[src/rtl/float_division.sv]
// Iterative IEEE-754 single-precision divider: restoring division of the
// mantissas, truncating rounding, subnormals flushed to zero.
module float_division #(
  parameter int XLEN = 32
) (
  input  logic            clk,
  input  logic            rst,
  input  logic            start,
  input  logic [XLEN-1:0] A,
  input  logic [XLEN-1:0] B,
  output logic            busy,
  output logic            done,
  output logic [XLEN-1:0] result,
  output logic            div_by_zero
);

  localparam logic [1:0] IDLE   = 2'd0;
  localparam logic [1:0] DIVIDE = 2'd1;
  localparam logic [1:0] NORM   = 2'd2;
  localparam logic [1:0] DONE   = 2'd3;

  logic [1:0]      state;
  logic            sign;
  logic [7:0]      exp_a;
  logic [7:0]      exp_b;
  logic [23:0]     mant_b;
  logic [24:0]     rem;
  logic [24:0]     quo;
  logic [4:0]      cnt;
  logic [XLEN-1:0] pend_result;
  logic            pend_dbz;

  logic            in_sign;
  logic [7:0]      in_ea;
  logic [7:0]      in_eb;
  logic            special;
  logic [XLEN-1:0] spec_result;
  logic            spec_dbz;

  logic            ge;
  logic [24:0]     sub;
  logic [24:0]     rem_next;

  logic signed [10:0] e;
  logic [22:0]        mant_q;
  logic [XLEN-1:0]    norm_result;

  assign busy = (state != IDLE);

  // Special-operand classification, highest priority first.
  always_comb begin
    in_sign     = A[31] ^ B[31];
    in_ea       = A[30:23];
    in_eb       = B[30:23];
    special     = 1'b0;
    spec_result = '0;
    spec_dbz    = 1'b0;
    if (in_ea == 8'hFF || in_eb == 8'hFF) begin
      special     = 1'b1;
      spec_result = 32'h7FC0_0000;
    end else if (in_eb == 8'h00) begin
      special     = 1'b1;
      spec_result = {in_sign, 8'hFF, 23'h0};
      spec_dbz    = 1'b1;
    end else if (in_ea == 8'h00) begin
      special     = 1'b1;
      spec_result = {in_sign, 31'h0};
    end
  end

  // One restoring step: remainder stays below 2*Mb, so 25 bits suffice.
  always_comb begin
    ge       = (rem >= {1'b0, mant_b});
    sub      = rem - {1'b0, mant_b};
    rem_next = ge ? (sub << 1) : (rem << 1);
  end

  always_comb begin
    if (quo[24]) begin
      e      = $signed({3'b000, exp_a}) - $signed({3'b000, exp_b}) + 11'sd127;
      mant_q = quo[23:1];
    end else begin
      e      = $signed({3'b000, exp_a}) - $signed({3'b000, exp_b}) + 11'sd126;
      mant_q = quo[22:0];
    end
    if (e >= 11'sd255) begin
      norm_result = {sign, 8'hFF, 23'h0};
    end else if (e <= 11'sd0) begin
      norm_result = {sign, 31'h0};
    end else begin
      norm_result = {sign, e[7:0], mant_q};
    end
  end

  always_ff @(posedge clk) begin
    if (rst) begin
      state       <= IDLE;
      done        <= 1'b0;
      result      <= '0;
      div_by_zero <= 1'b0;
      sign        <= 1'b0;
      exp_a       <= '0;
      exp_b       <= '0;
      mant_b      <= '0;
      rem         <= '0;
      quo         <= '0;
      cnt         <= '0;
      pend_result <= '0;
      pend_dbz    <= 1'b0;
    end else begin
      done <= 1'b0;
      case (state)
        IDLE: begin
          if (start) begin
            sign        <= in_sign;
            exp_a       <= in_ea;
            exp_b       <= in_eb;
            mant_b      <= {1'b1, B[22:0]};
            rem         <= {2'b01, A[22:0]};
            quo         <= '0;
            cnt         <= '0;
            pend_result <= spec_result;
            pend_dbz    <= spec_dbz;
            state       <= special ? DONE : DIVIDE;
          end
        end
        DIVIDE: begin
          quo <= {quo[23:0], ge};
          rem <= rem_next;
          cnt <= cnt + 5'd1;
          if (cnt == 5'd24) state <= NORM;
        end
        NORM: begin
          pend_result <= norm_result;
          pend_dbz    <= 1'b0;
          state       <= DONE;
        end
        default: begin
          result      <= pend_result;
          div_by_zero <= pend_dbz;
          done        <= 1'b1;
          state       <= IDLE;
        end
      endcase
    end
  end

endmodule

[config.mk]
export PLATFORM = sky130hd
export DESIGN_NAME = float_division
export DESIGN_NICKNAME = d
export VERILOG_FILES = /design/src/rtl/float_division.sv
export SDC_FILE = /design/constraint.sdc
export NUM_CORES = 1
export LEC_CHECK = 0
export ABC_AREA = 1
export BUFFER_PORTS_ARGS = -buffer_cell sky130_fd_sc_hd__buf_2
export CAP_MARGIN = 30
export CORE_AREA = 2 2 145 147
export CTS_CLUSTER_SIZE = 16
export DETAILED_ROUTE_END_ITERATION = 10
export DIE_AREA = 0 0 147 149
export PLACE_DENSITY_LB_ADDON = 0.15
export SLEW_MARGIN = 15
export SYNTH_ARGS = -nofsm -noshare
export SYNTH_HDL_FRONTEND = slang
export SYNTH_SLANG_ARGS = --single-unit
[constraint.sdc]
create_clock -name clk -period 3.25 [get_ports clk]
set_input_delay 0.4875 -clock clk [delete_from_list [all_inputs] [get_ports clk]]
set_output_delay 0.4875 -clock clk [all_outputs]
set_load 0.005 [all_outputs]
==> flow_summary.json, run 1 <==
{
  "status": "completed",
  "period_needed_ps": 2950,
  "ctsLongestPathBuffers": 2,
  "areaGrowthSynthToFinish_pct": 15.1,
  "cts-root-buf": "clkbuf_16",
  "timing_hold_violations_final": 0,
  "async_reset_ff_share_pct": 0,
  "synth_edf_count": 0,
  "final_common_cell": "nand2_1",
  "synth_seq_cells": 165,
  "nNetsFinal": 1457,
  "yosysSeqAreaShare_pct": 36.7,
  "finClkSkew_ps": 11.3,
  "dp_cells": 1601,
  "h-tree-depth": 4,
  "layout-drive-gt1-share_pct": 16.6,
  "startpoint_type": "register",
  "dieArea_mm2": 0.0219,
  "max_freq_mhz": 339,
  "wirelength_um": 22300,
  "cts_buffers": 17,
  "ys_types": 46,
  "postCtsHoldBufs": 0,
  "grt_max_degree": 79,
  "worstPathRequired_ps": 3530,
  "synth.cell_area_mm2": 0.00899,
  "die_width_um": 147,
  "fin_tns_setup_ps": 0,
  "max_slew_margin_pct": 35.1,
  "io_buffers": 101,
  "power.leakage_nw": 4.45,
  "final-setup-viol-count": 0,
  "cts_tree": "built",
  "worstPathCellList": "inv_1 -> ha_1 -> nand3_1 -> nand2_2 -> inv_1 -> ha_1 -> nand3b_1 -> nand2_1 -> inv_1 -> nand3_1 -> nor2_2 -> nand2_2 -> nand2_2 -> nand2_1 -> nor2_1 -> nand2_1 -> o21ai_4 -> nor2_4 -> buf_12 -> nand2_2 -> a21oi_2",
  "path_clk_slew_ps": 70,
  "maxCapViolCount": 0,
  "num_antenna_cells": 0,
  "timing.final.crit_share_pct": 90.7,
  "firstDrtPassIters": 5,
  "io_pins": 102,
  "num_vias": 8351,
  "power_density_mw_per_mm2": 1090,
  "worst-setup-path-type": "register to register",
  "syn_nets": 1380,
  "die_y_um": 149,
  "route.antenna.remaining_nets": 0,
  "final_cell_mix": "nand2_1, dfxtp_1, nor2_1, a21oi_1, o21ai_0",
  "instances_no_fill": 1634,
  "fp.coreArea_mm2": 0.0206,
  "grt.overflow.total": 0,
  "drcViolationCount": 0,
  "crit_top_cell": "nand2_2",
  "hpwl_um": 15800,
  "vias_per_cell": 5.11,
  "fillers": 2113,
  "critPathMaxFanout": 11,
  "synth_flop_cell": "dfxtp_1",
  "grt_pass1_vias": 7837,
  "initial_core_util_pct": 43.7,
  "grt_pass1_wl_um": 37100,
  "hp-class": "primary input to register",
  "tritoncts_num_sinks": 165,
  "rows": 53,
  "vdd_ir_drop_max_uv": 466,
  "grt.total_usage_pct": 20.5,
  "synthCells": 1270,
  "slowest_stage": "ha_1",
  "crit_path_end_kind": "register",
  "synth_area_per_cell_um2": 7.08,
  "slew_viol_final": 0,
  "yosysWarnings": 0,
  "drt-wirelength-per-cell_um": 13.7,
  "critical_path.max_stage_delay_ps": 410,
  "antenna_found_initial": 0,
  "tightest_slew_ps": 973,
  "place_congestion": 0.877,
  "clock_latency_ps": 430,
  "drtIter0Drc": 420,
  "crit_arrival_ps": 3220
}
[critical path: cells and delay by family (launching register included)]
kind                       cells  cell delay (ps)
DFF                            1              310
and+or+nand+nor               13             1210
buffers and inverters          4              340
adders and majority gates      2              600
AOI/OAI and AO/OA              2              360
[synthesized netlist by cell type, drive strengths merged (2+ instances only)]
cell type | n | area, um2
a211oi | 22 | 165
a32o | 4 | 40.0
nand3 | 58 | 318
o21a | 3 | 22.5
buf | 7 | 63.8
a31oi | 17 | 106
xor2 | 8 | 88.8
nand4 | 12 | 75.1
inv | 114 | 428
a21oi | 149 | 832
nand3b | 5 | 37.5
a21o | 4 | 30.0
nand2 | 267 | 1090
o21ai | 128 | 663
clkinv | 5 | 18.8
ha | 42 | 526
o211ai | 6 | 45.0
nor4 | 3 | 18.8
clkbuf | 55 | 206
xnor2 | 16 | 140
dfxtp | 165 | 3300
or2 | 2 | 12.5
nor2 | 151 | 588
nor3 | 18 | 90.1
[sequential cells by signal (all words and copies together) (netlist names)]
name	flops
quo	25
sign	1
result	32
cnt	5
pend_dbz	1
rem	25
state	2
exp_a	8
mant_b	24
pend_result	32
done	1
div_by_zero	1
exp_b	8
[report_power, final]
part / internal (mW) / switching, mW / total, mW
clock: 1.14 / 0.886 / 2.03
sequential: 2.40 / 0.203 / 2.60
combinational: 2.31 / 4.33 / 6.64
[metrics by stage]
| step | instance area [um2] | hold slack (ps) | utilization (%) | setup slack (ps) | power, mW |
|---|---|---|---|---|---|
| finish | 10300 | 319 | 50.3 | 301 | 11.3 |
| global route | 10300 | 321 | 50.3 | -2.61 | 12.3 |
| CTS | 10300 | 309 | 50.1 | 151 | 11.0 |
| detailed placement | 9720 | 451 | 47.3 | 174 | 8.95 |
| global placement | 9720 | 450 | 47.3 | 276 | 8.95 |
| floorplan | 8990 | 433 | - | 544 | 7.84 |
[area by class of cell]
type	count	area, um2	area share (%)
Tap cell	275	344	3.33
Sequential cell	165	3300	31.9
Clock buffer	18	429	4.15
Timing Repair Buffer	119	666	6.43
Clock inverter	13	149	1.44
Inverter	119	447	4.32
Multi-Input combinational cell	925	5010	48.4
[cells by family after synthesis]
group | synth area share [%]
XOR/XNOR | 2.55
AO/OA/AOI/OAI | 21.6
AND/OR/NAND/NOR | 25.1
flip-flops | 36.7
buffers and inverters | 7.97
adder cells (fa/ha/maj) | 6.07
[metal layers]
layer  up-vias  GRT usage [%]  share of wire (%)
li1       4372              -                  -
met1      3819           27.4                 49
met2       137           34.6                 46
met3        23           3.46                3.4
met4         0           5.19                1.2
met5         -              0                  0
[timing repair]
| item | 4_1_cts | 5_1_grt |
|---|---|---|
| endpoints found under the setup margin | 0 | 23 |
| setup buffers | 0 | 1 |
| resized for setup | 0 | 4 |
[path summary, 6_finish.rpt]
path                                from             end  slack [ps]  cells after the start
worst max-delay path            exp_b[2]  pend_result[6]         300                     21
worst min-delay path               A[26]        exp_a[3]         320                      3
worst max register to register  exp_b[2]  pend_result[6]         300                     21
worst min register to register  exp_b[7]        exp_b[7]         460                      2
Power figures use the tool's default switching activity.
==> run 2, diff against run 1 <==
- ABC_AREA: 1 -> unset
- CORE_AREA: 2 2 145 147 -> 2 2 143 145
- DIE_AREA: 0 0 147 149 -> 0 0 145 147
==> flow_summary.json, run 2 <==
{
  "critPathMaxFanout": 11,
  "dieArea_mm2": 0.0213,
  "drtIter0Drc": 400,
  "vdd_ir_drop_max_uv": 561,
  "slowest_stage": "or4_4",
  "cp_num_buf_inv": 4,
  "worstPathRequired_ps": 3620,
  "power_density_mw_per_mm2": 1030,
  "period_needed_ps": 3260,
  "yosysWarnings": 0,
  "grt_pass1_wl_um": 34200,
  "clock_latency_ps": 430,
  "max_freq_mhz": 307,
  "timing_hold_violations_final": 0,
  "final_common_cell": "dfxtp_1",
  "pwr-share-seq_pct": 23.4,
  "postCtsHoldBufs": 0,
  "ys_types": 69,
  "switchingPower_mw": 4.71,
  "cts_buffers": 17,
  "areaGrowthSynthToFinish_pct": 19.7,
  "startpoint_type": "register",
  "syn_nets": 1156,
  "rsz0062_at_grt": "true",
  "synth_top_area_cell": "dfxtp_1",
  "initial_core_util_pct": 43.9,
  "wl_met2_um": 9170,
  "drt-wirelength-per-cell_um": 14.3,
  "r2r_setup_slack_ps": -10,
  "ctsLongestPathBuffers": 2,
  "yosysTopAreaCellShare_pct": 37.9,
  "synthCells": 1046,
  "yosysSeqAreaShare_pct": 37.9,
  "final_cell_mix": "dfxtp_1, nand2_1, nor2_1, buf_2, a21oi_1",
  "worst-setup-path-type": "register to register",
  "vias_per_cell": 5.28,
  "critical_path.max_stage_delay_ps": 490,
  "layout-drive-gt1-share_pct": 19.2,
  "antenna_found_initial": 1,
  "maxCapViolCount": 0,
  "cts_tree": "built",
  "clkPwrFrac_pct": 18.8,
  "p_sw_share_pct": 43.7,
  "wirelength_um": 20500,
  "hpwl_um": 14500,
  "crit_path_end_kind": "register",
  "grt_max_degree": 44,
  "io_pins": 102,
  "firstDrtPassIters": 5,
  "drcViolationCount": 0,
  "synth_area_leaders": "dfxtp_1, mux2i_1, ha_1, nand2_1, a21oi_1",
  "p_int_mw": 6.07,
  "grt.overflow.total": 0,
  "finClkSkew_ps": 9.33,
  "power.leakage_nw": 4.07,
  "io_buffers": 101,
  "tritoncts_num_sinks": 165,
  "route.antenna.remaining_nets": 0,
  "dp_cells": 1387,
  "fin_area_mm2": 0.0104,
  "rows": 52,
  "place_congestion": 0.813,
  "worstPathCellList": "inv_2 -> ha_4 -> and2b_1 -> buf_6 -> or4_4 -> a221oi_4 -> o211ai_1 -> a211oi_2 -> o32ai_4 -> a31oi_4 -> nand4_1 -> buf_6 -> clkbuf_16 -> o21ai_1",
  "num_vias": 7546,
  "place_ws_ps": -110,
  "async_reset_ff_share_pct": 0,
  "total_power_mw": 10.8,
  "synth_seq_cells": 165,
  "synth_edf_count": 0,
  "die_y_um": 147,
  "reg_top3": "pend_result (32), result (32)",
  "hp-class": "primary input to register",
  "final_util_pct": 52.5,
  "dr_wl_met3_um": 652,
  "status": "complete, but fails checks",
  "synth_flop_cell": "dfxtp_1",
  "combPwrFrac_pct": 57.8,
  "path_clk_slew_ps": 70,
  "grt.total_usage_pct": 19.3,
  "max_slew_margin_pct": 50.1,
  "nNetsFinal": 1254,
  "yosys-top-cells-count": "dfxtp_1, nand2_1, nor2_1",
  "crit_top_cell": "buf_6",
  "setup_ws_ps": -12.0,
  "tightest_slew_ps": 746,
  "timing.final.crit_share_pct": 100,
  "die_width_um": 145,
  "fin_tns_setup_ps": -25.8,
  "whs_ps": 280,
  "violations": "setup timing",
  "slew_viol_final": 0,
  "instances_no_fill": 1428,
  "wl_met1_um": 10300,
  "fillers": 1898,
  "highest_layer": "met4",
  "synth_area_per_cell_um2": 8.33,
  "crit_arrival_ps": 3630,
  "cts-root-buf": "clkbuf_16",
  "fp.coreArea_mm2": 0.0198,
  "synthMostInstantiatedCell": "dfxtp_1",
  "final-setup-viol-count": 4,
  "cp_top_family": "compound AO/OA/AOI/OAI gates",
  "grt_pass1_vias": 6959,
  "placed_cell_area_mm2": 0.00962,
  "synth.cell_area_mm2": 0.00871,
  "h-tree-depth": 4
}
## run 2: cell types whose count changed in the layout (fill, tap and decap cells not counted), moves of 31 or more
| cell | change |
|---|---|
| nand2_1 | -103 |
| o21ai_0 | -96 |
| mux2i_1 | +75 |
| inv_1 | -55 |
| a22oi_1 | +50 |
| nand3_1 | -43 |
| a21oi_1 | -41 |
| nor2_1 | -38 |
| nand2_2 | -31 |
## run 2: what timing repair did
item	in CTS	in global routing
setup buffers	3	4
setup endpoints to repair	29	35
cloned	0	1
gates resized for setup	8	22
pin swaps	3	6
hold endpoints to repair	0	0
## run 2: worst paths after layout
path                                     start              to  cells after the start
worst max-delay path                  exp_b[1]  pend_result[6]                     14
worst min-delay path                      B[8]       mant_b[8]                      3
worst max register to register        exp_b[1]  pend_result[6]                     14
worst min register to register  pend_result[7]  pend_result[7]                      2
## run 2: area by class of cell
class                      count  area, um2  area share (%)
clock buffer                  17        425            4.08
sequential                   165       3310            31.7
antenna                        1       2.50          0.0240
multi-input combinational    761       5080            48.7
tap                          270        338            3.24
timing repair buffer         142        882            8.46
inverter                      57        214            2.05
clock inverter                15        181            1.74
## run 2: cell families (layout without fill, tap and decap cells)
| family | count (synthesis) | count (layout) | synth area share (%) |
|---|---|---|---|
| buffers and inverters | 120 | 231 | 5.37 |
| multiplexers | 76 | 76 | 8.73 |
| adder cells (fa/ha/maj) | 43 | 43 | 6.26 |
| AND/OR/NAND/NOR | 327 | 327 | 16.7 |
| other | 0 | 1 | 0 |
| XOR/XNOR | 34 | 34 | 3.42 |
| AO/OA/AOI/OAI | 281 | 281 | 21.6 |
| flip-flops | 165 | 165 | 37.9 |
## run 2: tightest hold or removal path: stages
cell     delay (ps)
buf_2            90
nand2_1          40
a21oi_1          50
## run 2: per-layer routing
layer / track usage [%] / up-vias
met5: 0 / -
met4: 6.68 / 0
met3: 3.45 / 26
met2: 30.8 / 141
met1: 26.4 / 3481
li1: - / 3898
## run 2: power groups by stage
stage / logic [mW] / registers [mW] / clock network, mW
after detailed placement: 5.97 / 2.57 / 0
after floorplan: 4.53 / 2.50 / 0
after global routing: 6.94 / 2.57 / 2.17
after CTS: 6.13 / 2.52 / 2.07
final: 6.23 / 2.52 / 2.03
after global placement: 5.96 / 2.56 / 0
==> run 3, diff against run 2 <==
- MAX_ROUTING_LAYER: unset -> met4
- SLEW_MARGIN: 15 -> unset
==> flow_summary.json, run 3 (synthesis gave the netlist of run 2 again) <==
{
  "fillers": 1876,
  "max_freq_mhz": 304,
  "reg_top3": "pend_result (32), result (32)",
  "fin_tns_setup_ps": -402,
  "layout-drive-gt1-share_pct": 21.4,
  "drcViolationCount": 0,
  "power.leakage_nw": 4.16,
  "place_ws_ps": -112,
  "startpoint_type": "register",
  "tritoncts_num_sinks": 165,
  "die_y_um": 147,
  "grt_pass1_vias": 7036,
  "setup_ws_ps": -44.0,
  "cts_buffers": 17,
  "final_cell_mix": "dfxtp_1, nand2_1, nor2_1, buf_2, a21oi_1",
  "final_util_pct": 53.3,
  "rsz0062_at_grt": "true",
  "path_clk_slew_ps": 70,
  "num_vias": 7669,
  "fp.coreArea_mm2": 0.0198,
  "die_width_um": 145,
  "hpwl_um": 14500,
  "io_buffers": 101,
  "r2r_setup_slack_ps": -40,
  "critPathMaxFanout": 5,
  "worst-setup-path-type": "register to register",
  "vias_per_cell": 5.33,
  "route.antenna.remaining_nets": 0,
  "clock_latency_ps": 430,
  "drtIter0Drc": 438,
  "antenna_found_initial": 1,
  "max_slew_margin_pct": 49.0,
  "grt.total_usage_pct": 20.2,
  "firstDrtPassIters": 5,
  "nNetsFinal": 1265,
  "areaGrowthSynthToFinish_pct": 21.5,
  "slew_viol_final": 0,
  "rows": 52,
  "vdd_ir_drop_max_uv": 533,
  "timing_hold_violations_final": 0,
  "final_common_cell": "dfxtp_1",
  "tightest_slew_ps": 763,
  "wirelength_um": 20800,
  "ctsLongestPathBuffers": 2,
  "h-tree-depth": 4,
  "hp-class": "primary input to register",
  "crit_path_end_kind": "register",
  "grt_pass1_wl_um": 34600,
  "cts_tree": "built",
  "period_needed_ps": 3290,
  "finClkSkew_ps": 8.88,
  "whs_ps": 287,
  "status": "complete, but fails checks",
  "postCtsHoldBufs": 0,
  "drt-wirelength-per-cell_um": 14.4,
  "initial_core_util_pct": 43.9,
  "final-setup-viol-count": 23,
  "placed_cell_area_mm2": 0.00962,
  "violations": "setup timing",
  "timing.final.crit_share_pct": 101,
  "grt.overflow.total": 0,
  "place_congestion": 0.825,
  "crit_arrival_ps": 3610,
  "dieArea_mm2": 0.0213,
  "maxCapViolCount": 0,
  "grt_max_degree": 44,
  "fin_area_mm2": 0.0106,
  "worstPathRequired_ps": 3570,
  "power_density_mw_per_mm2": 1030,
  "io_pins": 102,
  "cts-root-buf": "clkbuf_16"
}
==> run 3: critical path, stage by stage (launching register included) <==
cell       delay (ps)
dfxtp_2           330
inv_2              40
ha_4              200
and2b_1           170
nor2_2            120
xor2_2            190
buf_4             140
ha_2              190
nand3b_1          120
mux2i_4           210
buf_6             150
buf_4             110
a21oi_1            40
a211oi_1          250
xor2_1            230
nand4_1           170
nand4_1           150
buf_6             160
clkbuf_16         160
o21ai_2            50
==> run 3: final timing paths <==
| path | startpoint | cells after the start | end |
|---|---|---|---|
| worst max-delay path | exp_b[1] | 19 | pend_result[14] |
| worst min-delay path | B[8] | 3 | mant_b[8] |
| worst max register to register | exp_b[1] | 19 | pend_result[14] |
| worst min register to register | pend_result[7] | 2 | pend_result[7] |
==> run 3: cell type report <==
cell class | instances | area [um2] | area share [%]
flip-flops and latches | 165 | 3310 | 31.2
inverters | 57 | 214 | 2.02
clock inverters | 13 | 140 | 1.32
clock buffers | 18 | 439 | 4.15
repair buffers | 153 | 992 | 9.37
multi-input cells | 761 | 5150 | 48.7
diodes | 1 | 2.50 | 0.0236
well taps | 270 | 338 | 3.19
==> run 3: repair_timing <==
| action | CTS | global route |
|---|---|---|
| cloned | 2 | 1 |
| pin swaps | 16 | 27 |
| resized for setup | 19 | 31 |
| endpoints found under the hold margin | 0 | 0 |
| endpoints found under the setup margin | 29 | 35 |
| setup buffers | 14 | 3 |
==> run 3: report_power, final <==
group / total (mW) / internal (mW) / leakage [nW] / switching [mW]
Combinational: 6.41 / 2.83 / 2.54 / 3.58
Clock: 2.00 / 1.10 / 0.285 / 0.899
Sequential: 2.52 / 2.32 / 1.34 / 0.202
==> run 3: through the flow <==
step                power [mW]  cells
floorplan                 7.04   1046
global placement          8.52   1386
detailed placement        8.54   1387
CTS                       10.9   1433
global route              11.8   1438
finish                    10.9   1438
==> run 3: routing by layer <==
layer / share of wire, % / wire length (um) / up-vias / track usage (%)
met4: 2.0 / 416 / 0 / 6.49
met5: 0 / 0 / - / -
met1: 48 / 10000 / 3609 / 26.2
met3: 3.3 / 683 / 26 / 3.73
li1: - / - / 3911 / -
met2: 46 / 9650 / 123 / 32.0
